===== config.mk =====
export PLATFORM = sky130hd
export DESIGN_NAME = down_timer_flat
export DESIGN_NICKNAME = d
export VERILOG_FILES = /design/src/rtl/timer_pkg.sv /design/src/rtl/down_timer_if.sv /design/src/rtl/down_timer.sv /design/src/flat_wrapper.sv
export SDC_FILE = /design/constraint.sdc
export NUM_CORES = 1
export LEC_CHECK = 0
export ABC_AREA = 0
export BUFFER_PORTS_ARGS = -buffer_cell sky130_fd_sc_hd__buf_2
export CORE_MARGIN = 1.5
export CORE_UTILIZATION = 50
export CTS_CLUSTER_DIAMETER = 40
export DETAILED_ROUTE_END_ITERATION = 6
export GPL_ROUTABILITY_DRIVEN = 0
export PLACE_DENSITY_LB_ADDON = 0.05
export RECOVER_POWER = 50
export SLEW_MARGIN = 20
export SYNTH_ARGS = -nofsm -noshare
export SYNTH_HDL_FRONTEND = slang
export SYNTH_SLANG_ARGS = --single-unit
export TNS_END_PERCENT = 10

===== constraint.sdc =====
create_clock -name clk -period 4.75 [get_ports clk]
set_clock_uncertainty 0.2 [all_clocks]
set_input_delay 0.475 -clock clk [delete_from_list [all_inputs] [get_ports clk]]
set_output_delay 0.475 -clock clk [all_outputs]
set_load 0.02 [all_outputs]

===== src/rtl/timer_pkg.sv =====
// Shared definitions for the down-counting timer: state encoding and
// the default count width.
package timer_pkg;

    localparam int unsigned DEF_CNT_WIDTH = 64;

    typedef enum logic {
        ST_IDLE = 1'b0,
        ST_RUN  = 1'b1
    } state_t;

endpackage : timer_pkg


===== src/rtl/down_timer_if.sv =====
// Control/status bundle of the down-counting timer. The master side
// (software wrapper or bench) drives the requests; the timer (slave)
// returns the count and the status flags.
interface down_timer_if
    import timer_pkg::*;
#(
    parameter int unsigned CNT_WIDTH = DEF_CNT_WIDTH
);

    logic [CNT_WIDTH-1:0] load_val;
    logic                 periodic;
    logic                 start;
    logic                 stop;
    logic                 tick;
    logic                 irq_clr;
    logic [CNT_WIDTH-1:0] q;
    logic                 busy;
    logic                 done;
    logic                 irq;

    modport master (
        output load_val, periodic, start, stop, tick, irq_clr,
        input  q, busy, done, irq
    );

    modport slave (
        input  load_val, periodic, start, stop, tick, irq_clr,
        output q, busy, done, irq
    );

endinterface : down_timer_if


===== src/rtl/down_timer.sv =====
// Loadable down-counting timer with one-shot and auto-reload modes.
// Expiry produces a registered one-cycle done pulse and sets a sticky irq.
// Same-cycle priority: stop > start > expiry > plain decrement.
module down_timer
    import timer_pkg::*;
#(
    parameter int unsigned CNT_WIDTH = DEF_CNT_WIDTH
) (
    input  logic          clk,
    input  logic          rst_n,
    down_timer_if.slave   bus
);

    state_t               state, state_n;
    logic [CNT_WIDTH-1:0] q_r, q_n;
    logic [CNT_WIDTH-1:0] reload_reg, reload_n;
    logic                 periodic_reg, periodic_n;
    logic                 done_r, done_n;
    logic                 irq_r, irq_n;
    logic                 start_ok;

    // A start only counts when it carries a non-zero load value.
    assign start_ok = bus.start && (bus.load_val != '0);

    // Next-state, count datapath and flag update, resolved by priority.
    always_comb begin
        state_n    = state;
        q_n        = q_r;
        reload_n   = reload_reg;
        periodic_n = periodic_reg;
        done_n     = 1'b0;
        irq_n      = irq_r && !bus.irq_clr;

        if (bus.stop) begin
            // Abort; q freezes where it is and the start (if any) is dropped.
            state_n = ST_IDLE;
        end else if (start_ok) begin
            q_n        = bus.load_val;
            reload_n   = bus.load_val;
            periodic_n = bus.periodic;
            state_n    = ST_RUN;
        end else if (state == ST_RUN && bus.tick) begin
            if (q_r == CNT_WIDTH'(1)) begin
                done_n = 1'b1;
                irq_n  = 1'b1;
                if (periodic_reg) begin
                    q_n = reload_reg;
                end else begin
                    q_n     = '0;
                    state_n = ST_IDLE;
                end
            end else if (q_r > CNT_WIDTH'(1)) begin
                q_n = q_r - CNT_WIDTH'(1);
            end
        end
    end

    // State and datapath registers with asynchronous active-low reset.
    always_ff @(posedge clk or negedge rst_n) begin
        if (!rst_n) begin
            state        <= ST_IDLE;
            q_r          <= '0;
            reload_reg   <= '0;
            periodic_reg <= 1'b0;
            done_r       <= 1'b0;
            irq_r        <= 1'b0;
        end else begin
            state        <= state_n;
            q_r          <= q_n;
            reload_reg   <= reload_n;
            periodic_reg <= periodic_n;
            done_r       <= done_n;
            irq_r        <= irq_n;
        end
    end

    assign bus.q    = q_r;
    assign bus.busy = (state == ST_RUN);
    assign bus.done = done_r;
    assign bus.irq  = irq_r;

endmodule : down_timer


===== src/flat_wrapper.sv =====
// flat-port wrapper written by rule: the top's interface ports become plain ports
module down_timer_flat import timer_pkg::*;
#(
    parameter int unsigned CNT_WIDTH = DEF_CNT_WIDTH
)
  (clk, rst_n, bus_load_val, bus_periodic, bus_start, bus_stop, bus_tick, bus_irq_clr, bus_q, bus_busy, bus_done, bus_irq);
  down_timer_if #(.CNT_WIDTH(CNT_WIDTH)) bus_i ();
  input  logic clk;
  input  logic rst_n;
  input wire logic [$bits(bus_i.load_val)-1:0] bus_load_val;
  input wire logic [$bits(bus_i.periodic)-1:0] bus_periodic;
  input wire logic [$bits(bus_i.start)-1:0] bus_start;
  input wire logic [$bits(bus_i.stop)-1:0] bus_stop;
  input wire logic [$bits(bus_i.tick)-1:0] bus_tick;
  input wire logic [$bits(bus_i.irq_clr)-1:0] bus_irq_clr;
  output wire logic [$bits(bus_i.q)-1:0] bus_q;
  output wire logic [$bits(bus_i.busy)-1:0] bus_busy;
  output wire logic [$bits(bus_i.done)-1:0] bus_done;
  output wire logic [$bits(bus_i.irq)-1:0] bus_irq;
  assign bus_i.load_val = bus_load_val;
  assign bus_i.periodic = bus_periodic;
  assign bus_i.start = bus_start;
  assign bus_i.stop = bus_stop;
  assign bus_i.tick = bus_tick;
  assign bus_i.irq_clr = bus_irq_clr;
  assign bus_q = bus_i.q;
  assign bus_busy = bus_i.busy;
  assign bus_done = bus_i.done;
  assign bus_irq = bus_i.irq;
  down_timer #(.CNT_WIDTH(CNT_WIDTH)) u_core (.clk(clk), .rst_n(rst_n), .bus(bus_i));
endmodule

After elaboration in Yosys (flattened, before gate mapping)

Index checks and enable logic that the tools add are counted.

Flip-flop bits (word level): 132
Output and inout port bits: 67
Input port bits: 71

Reductions and logical operators: 12
Order comparisons: 1
Eq/ne operators: 2
Multiplexer cells: 18
Bitwise operators: 1
Add/subtract/negate cells: 1

Operator list:

| kind                                                            | count |
|---|---|
| two-way mux 64 bit                                              | 5 |
| == test 64 x 1 -> 1 bit (second input constant)                 | 1 |
| greater-than comparator 64 x 1 -> 1 bit (second input constant) | 1 |
| nonzero test 64 bit                                             | 1 |
| subtractor 64 x 1 -> 64 bit (second input constant)             | 1 |
| two-way mux 1 bit                                               | 13 |
| nonzero test 3 bit                                              | 3 |
| AND reduction 3 bit                                             | 2 |
| logical AND 1 bit                                               | 3 |
| inequality test 3 bit (second input constant)                   | 1 |
| AND reduction 2 bit                                             | 1 |
| nonzero test 2 bit                                              | 1 |
| zero test 1 bit                                                 | 1 |
| inverter 1 bit                                                  | 1 |

Logic depth before layout (Yosys ltp)

Gate-level depths: netlist of run 1.

Word-level depth: 6
Gate-level depth with buffers: 10
Gate-level depth less buffers: 9

Worst setup path after synthesis of run 1

OpenSTA, ideal clock, no wires.

Kind: reg2reg
Start point: register u_core.q_r[6], in the netlist u_core.bus.q[6]
End point: register u_core.q_r[38], in the netlist u_core.bus.q[38]
Slack: 1.712 ns
Stages on the path, launching flop included: 10
Buffers on the path: 3
Arrival: 2.703 ns
Library setup time: 0.135 ns
Clock period less this slack: 3.038 ns
Cell sequence: dfrtp_1 > buf_4 > nor4_2 > nand2_1 > or4b_4 > or4_4 > buf_6 > buf_6 > a221oi_1 > o22ai_1

Cells in the longest elaborated chain, start to end: 5
Elaborated cells on any way between the ends: 9
Those cells by class: add/sub (1); order compare (1); eq/ne (1); mux (4); reduce/logical (2)

RTL lines:

| what                        | RTL line         | RTL |
|---|---|---|
| from (decl)                 | down_timer.sv:15 | `logic [CNT_WIDTH-1:0] q_r, q_n;` |
| from (signal assigned)      | down_timer.sv:69 | `q_r <= q_n;` |
| subtractor 64 x 1 -> 64 bit | down_timer.sv:53 | `q_n = q_r - CNT_WIDTH'(1);` |
| two-way mux 64 bit          | down_timer.sv:52 | `end else if (q_r > CNT_WIDTH'(1)) begin` |
| two-way mux 64 bit          | down_timer.sv:43 | `if (q_r == CNT_WIDTH'(1)) begin` |
| two-way mux 64 bit          | down_timer.sv:42 | `end else if (state == ST_RUN && bus.tick) begin` |
| two-way mux 64 bit          | down_timer.sv:37 | `end else if (start_ok) begin` |

Parallel ways exist; a longest one is shown, timed or not. The select of a mux whose other input is x is not followed.
A chain may end at the register's enable or synchronous reset.

Worst setup path in the final report of run 1

Start point: register u_core.q_r[48], in the netlist u_core.bus.q[48]
End point: register u_core.q_r[44], in the netlist u_core.bus.q[44]

Cells in the longest elaborated chain, start to end: 4
Elaborated cells on any way between the ends: 7
Those cells by class: order compare (1); eq/ne (1); mux (3); reduce/logical (2)

RTL lines:

| what |
|---|
| branches (longest 4 deep; another with greater-than comparator 64 x 1 -> 1 bit) |

Parallel ways; which one is timed is not known. The select of a mux whose other input is x is not followed.

==> results.cfg, run 1 <==
[finish]
nets = 994
fill_cells = 1336
syn_to_final_growth_pct = 16.99
layout-drive-gt1-share_pct = 21.65
fin_util_pct = 60.37
multi_input_area_um2 = 3995
n_antenna_cell = 0
seqCellArea_um2 = 3303

[clock_network]
cts_post_setup_buffers_inserted = 0
root_buffer = clkbuf_16
cts_buffers = 17
cts_tree = built
ctsResizeCount = 0
clock_latency_ns = 0.43
htree_levels = 4
cts_num_sinks = 132
clk_pin_slew_ns = 0.06
cts_max_path_buffers = 2

[logic_synthesis]
synth_commonest_cells = 132 x dfrtp_1, 77 x o21ai_0, 64 x mux2_2
synth-main-ff-cell = dfrtp_1
synth_cell_types = 58
synth_top_family_by_area = compound AO/OA/AOI/OAI gates
synthMuxAreaShare_pct = 9.502
synth_area_um2 = 7585
synth_edf_count = 0
async_flop_share_pct = 100.0
synth_top_area_share_pct = 43.55
synth_top_area_cell = dfrtp_1
yosys-top-cells-area = dfrtp_1 44%, mux2_2 9.5%, o21ai_0 5.1%, a21oi_1 3.8%, nand2_1 3.0%
ys_seq_area_share_pct = 43.55
ys_warn_count = 0
synthCells = 807
synth_adder_area_share_pct = 0.3299
ys_ff_latch = 132
yosys.area_share.simple_pct = 18.21
synth_compound_area_share_pct = 19.48
yosysMostFrequentCell = dfrtp_1
synth_xor_area_share_pct = 4.734
avgSynthCellArea_um2 = 9.399
syn-num-nets = 880

[timing]
slew_violations = 135
period_share_pct = 81.65
slew-limit-headroom_pct = -15.16
finalHoldViolCount = 0
period_minus_slack_ns = 3.878
final.setup.tns_ns = 0
setup_violations = 0
rsz0062_at_grt = no
fmax_mhz = 257.9
worstMarginPinSlew_ns = 1.727

[global_routing]
grt_pass1_wl_um = 38480
grt_overflow = 0
grt_util_all_layers_pct = 30.99
antenna_found_initial = 0
grt_start_max_net_pins = 69
first_global_vias = 7029

[critical_path]
worstPathArrival_ns = 3.99
reg2regPathDepth = 8
reg2reg_to = u_core.bus.q[44]$_DFFE_PN0P_
end_kind = flip-flop
worstSetupStartpointType = flip-flop
cp-startpoint = u_core.bus.q[48]$_DFFE_PN0P_
timing.rr.start = u_core.bus.q[48]$_DFFE_PN0P_
worstPathRequired_ns = 4.86
critPathKind = flip-flop to flip-flop
r2r_slack_ns = 0.87
crit_end = u_core.bus.q[44]$_DFFE_PN0P_
cp_max_fo = 21

[pwr]
peakVddDrop_v = 0.0002685
seqPwrFrac_pct = 42.2
switching_share_pct = 33.07
pwr-share-clk_pct = 36.2
p_sw_uw = 1210
p_per_area_nw_per_um2 = 412.2
power.internal_uw = 2448
comb_power_share_pct = 21.6
total_power_uw = 3658
leakage_uw = 0.003476

[route]
dr.pass1.iters = 5
wirelength_um = 24070
vias_per_cell = 6.458
num_vias = 7214
drc = 0
wl_per_cell_um = 21.55
drt_iter0_drc = 633
ant_nets = 0

[run_status]
violations = capacitance limit, slew limit
status = finished with violations

[die]
die_x_um = 126.2
start_util_pct = 51.60
die_h_um = 126.2
dieArea_um2 = 15920
num_rows = 44
io_pins = 138
coreArea_um2 = 14700

[min_path]
worst_hold_path_type = input pin to flip-flop
worstHoldStart = bus_periodic

[placed_design]
dp_hpwl_um = 16410
port_buffers = 137

[run]
drv_cap = 2
worst max-delay path, cell delays in order, from the launching register on:
cell,delay [ns]
dfrtp_1,0.48
nor4_1,0.46
nand4_1,0.26
or4_1,0.64
nor4b_1,0.57
o22a_2,0.53
buf_4,0.33
nor2_1,0.08
a22o_1,0.20
power groups by stage:
stage	Clock, uW	Combinational [uW]	Sequential, uW
detailed placement	0	816	1550
CTS	1340	820	1530
global placement	0	801	1540
finish	1320	790	1540
floorplan	0	416	1610
global route	1390	864	1570
stage by stage:
| stage | worst slack [ns] | std cells | hold WS (ns) | area [um2] |
|---|---|---|---|---|
| 3_5_place_dp | 0.9426 | 1085 | 0.2614 | 8383 |
| 4_1_cts | 0.9095 | 1117 | 0.09561 | 8975 |
| 3_3_place_gp | 1.003 | 1085 | 0.2553 | 8383 |
| 2_1_floorplan | 1.712 | 807 | -0.02059 | 7585 |
| 6_report | 0.8718 | 1117 | 0.1080 | 8874 |
| 5_1_grt | 0.4544 | 1117 | 0.1120 | 8874 |
worst min-delay path by stage:
stage                                                  to  depth (start not counted)
after global routing      u_core.periodic_reg$_DFFE_PN0P_                          2
final                     u_core.periodic_reg$_DFFE_PN0P_                          2
after floorplan               u_core.bus.busy$_DFFE_PN0P_                          0
after global placement           u_core.bus.irq$_DFF_PN0_                          1
after CTS                 u_core.periodic_reg$_DFFE_PN0P_                          2
after detailed placement         u_core.bus.irq$_DFF_PN0_                          1
layout make-up:
class,instances,area share (%)
Clock buffer,20,5.034
Clock inverter,11,1.523
Inverter,7,0.2961
Multi-Input combinational cell,608,45.02
Sequential cell,132,37.23
Tap cell,184,2.594
Timing Repair Buffer,155,8.305
kinds of logic after synthesis:
| group | Yosys count |
|---|---|
| simple gates | 262 |
| compound gates | 239 |
| flops | 132 |
| buf+inv | 67 |
| mux | 64 |
| xor+xnor | 41 |
| fa+ha+maj | 2 |
routing by layer:
metal / GRT usage, % / routed length [um] / up-vias
li1: - / - / 3246
met1: 44.21 / 10910 / 3603
met2: 46.67 / 10960 / 326
met3: 5.862 / 1766 / 39
met4: 12.51 / 435 / 0
met5: 0 / 0 / -
layout by cell type (no fill, tap or decap), drive strengths merged, types with 25 or more instances in the layout:
cell type,Yosys,final
a21oi,57,57
buf,23,85
clkbuf,37,89
dfrtp,132,132
mux2,64,64
nand2,61,61
nor2,61,61
nor3,33,33
nor4,34,34
o21ai,89,89
xnor2,25,25
timing repair:
item,in CTS,in global routing
setup endpoints to repair,0,0
hold endpoints to repair,33,0
hold buffers,1,0
Power figures use the tool's default switching activity.
==> run 2, diff against run 1 <==
Clock period 4.75 ns to 3.52 ns, I/O delays scaled along.
==> results.cfg, run 2 (synthesis gave the netlist of run 1 again) <==
[pwr]
power.internal_uw = 3592
p_sw_uw = 1679
p_per_area_nw_per_um2 = 543.8
leakage_uw = 0.003937
switching_share_pct = 31.85
total_power_uw = 5271
peakVddDrop_v = 0.0003949
seqPwrFrac_pct = 39.1
comb_power_share_pct = 22.6
pwr-share-clk_pct = 38.3

[die]
start_util_pct = 51.60
num_rows = 44
die_h_um = 126.2
coreArea_um2 = 14700
io_pins = 138
dieArea_um2 = 15920
die_x_um = 126.2

[global_routing]
first_global_vias = 7339
antenna_found_initial = 0
grt_start_max_net_pins = 69
grt_overflow = 0
grt_util_all_layers_pct = 31.99
grt_pass1_wl_um = 39800

[critical_path]
worstPathRequired_ns = 3.66
worstSetupStartpointType = flip-flop
cp_max_fo = 29
r2r_slack_ns = 0.12
critPathKind = flip-flop to flip-flop
worstPathArrival_ns = 3.54
end_kind = flip-flop

[timing]
fmax_mhz = 294.2
worstMarginPinSlew_ns = 2.078
setup_violations = 0
period_minus_slack_ns = 3.399
period_share_pct = 96.56
finalHoldViolCount = 0
slew_violations = 36
final.setup.tns_ns = 0
rsz0062_at_grt = no
whs_ns = 0.005148
slew-limit-headroom_pct = -38.52

[run_status]
violations = capacitance limit, slew limit
status = finished with violations

[route]
num_vias = 7523
ant_nets = 0
drt_iter0_drc = 706
wl_per_cell_um = 20.90
vias_per_cell = 6.338
drc = 0
wirelength_um = 24810
dr.pass1.iters = 7

[finish]
layout-drive-gt1-share_pct = 26.62
final_cell_mix = 132 x dfrtp_1, 103 x buf_2, 77 x o21ai_0
syn_to_final_growth_pct = 27.81
stdcell_area_um2 = 9694
layout_commonest_cell = dfrtp_1
n_antenna_cell = 0
fill_cells = 1221
nets = 1064

[clock_network]
htree_levels = 4
root_buffer = clkbuf_16
cts_num_sinks = 132
cts_buffers = 17
ctsResizeCount = 0
cts_max_path_buffers = 2
cts_tree = built
clock_latency_ns = 0.44
clk_pin_slew_ns = 0.06

[placed_design]
detailed_place.area_um2 = 8671
port_buffers = 137
dp_hpwl_um = 16900

[min_path]
worst_hold_path_type = input pin to flip-flop

[run]
drv_cap = 1
[run 2: changes by cell type in the layout (fill, tap and decap cells not counted)]
cell / change
dlygate4sd3_1: +40
clkbuf_1: -35
bufinv_16: +3
clkinv_4: +2
clkinv_2: -3
clkbuf_2: -1
buf_4: +24
buf_12: +6
buf_2: +34
clkbuf_8: -1
clkinvlp_4: +1
[run 2: stage by stage]
stage,util [%],cells,worst slack (ns)
floorplan,-,807,0.4816
global placement,58.99,1115,0.2625
detailed placement,58.99,1115,0.1546
CTS,66.28,1187,0.1426
global route,65.95,1187,0.01152
finish,65.95,1187,0.1212
[run 2: repair_timing]
action	CTS	global route
hold buffers	41	0
hold endpoints to repair	75	0
buffers inserted	0	0
[run 2: worst paths after layout]
path	start	to	cells after the start
max	u_core.bus.q[28]$_DFFE_PN0P_	u_core.bus.q[12]$_DFFE_PN0P_	7
min	bus_load_val[19]	u_core.reload_reg[19]$_DFFE_PN0P_	2
max reg2reg	u_core.bus.q[28]$_DFFE_PN0P_	u_core.bus.q[12]$_DFFE_PN0P_	7
min reg2reg	u_core.bus.irq$_DFF_PN0_	u_core.bus.irq$_DFF_PN0_	1
max in group asynchronous	rst_n	u_core.bus.q[37]$_DFFE_PN0P_	3
min in group asynchronous	rst_n	u_core.reload_reg[57]$_DFFE_PN0P_	2
[run 2: final cells by class]
cell class                      instances  area, um2  share of cell area (%)
Clock buffer                           17      425.4                   4.388
Clock inverter                         14      235.2                   2.426
Inverter                                7      26.28                  0.2710
Timing Repair Buffer                  225       1479                   15.26
Tap cell                              184      230.2                   2.375
Multi-Input combinational cell        608       3995                   41.21
Sequential cell                       132       3303                   34.07
[run 2: worst max-delay path, stage by stage (launching register included)]
cell and delay (ns):
dfrtp_1 0.43, or4_1 0.59, nor3_1 0.35, nand3_2 0.24, or4_4 0.78, buf_12 0.25, a211o_1 0.27, a31oi_1 0.19
[run 2: routing by layer]
metal / global-route usage (%) / vias up / wire length (um)
met5: 0 / - / 0
li1: - / 3392 / -
met2: 48.77 / 360 / 11360
met4: 12.44 / 0 / 582
met3: 7.094 / 41 / 1927
met1: 44.62 / 3730 / 10930
[run 2: power groups by stage]
stage | sequential [uW] | clock [uW] | combinational [uW]
floorplan | 2180 | 0 | 561
global placement | 2060 | 0 | 1140
detailed placement | 2070 | 0 | 1160
CTS | 2050 | 2040 | 1210
global route | 2090 | 2110 | 1290
finish | 2060 | 2020 | 1190
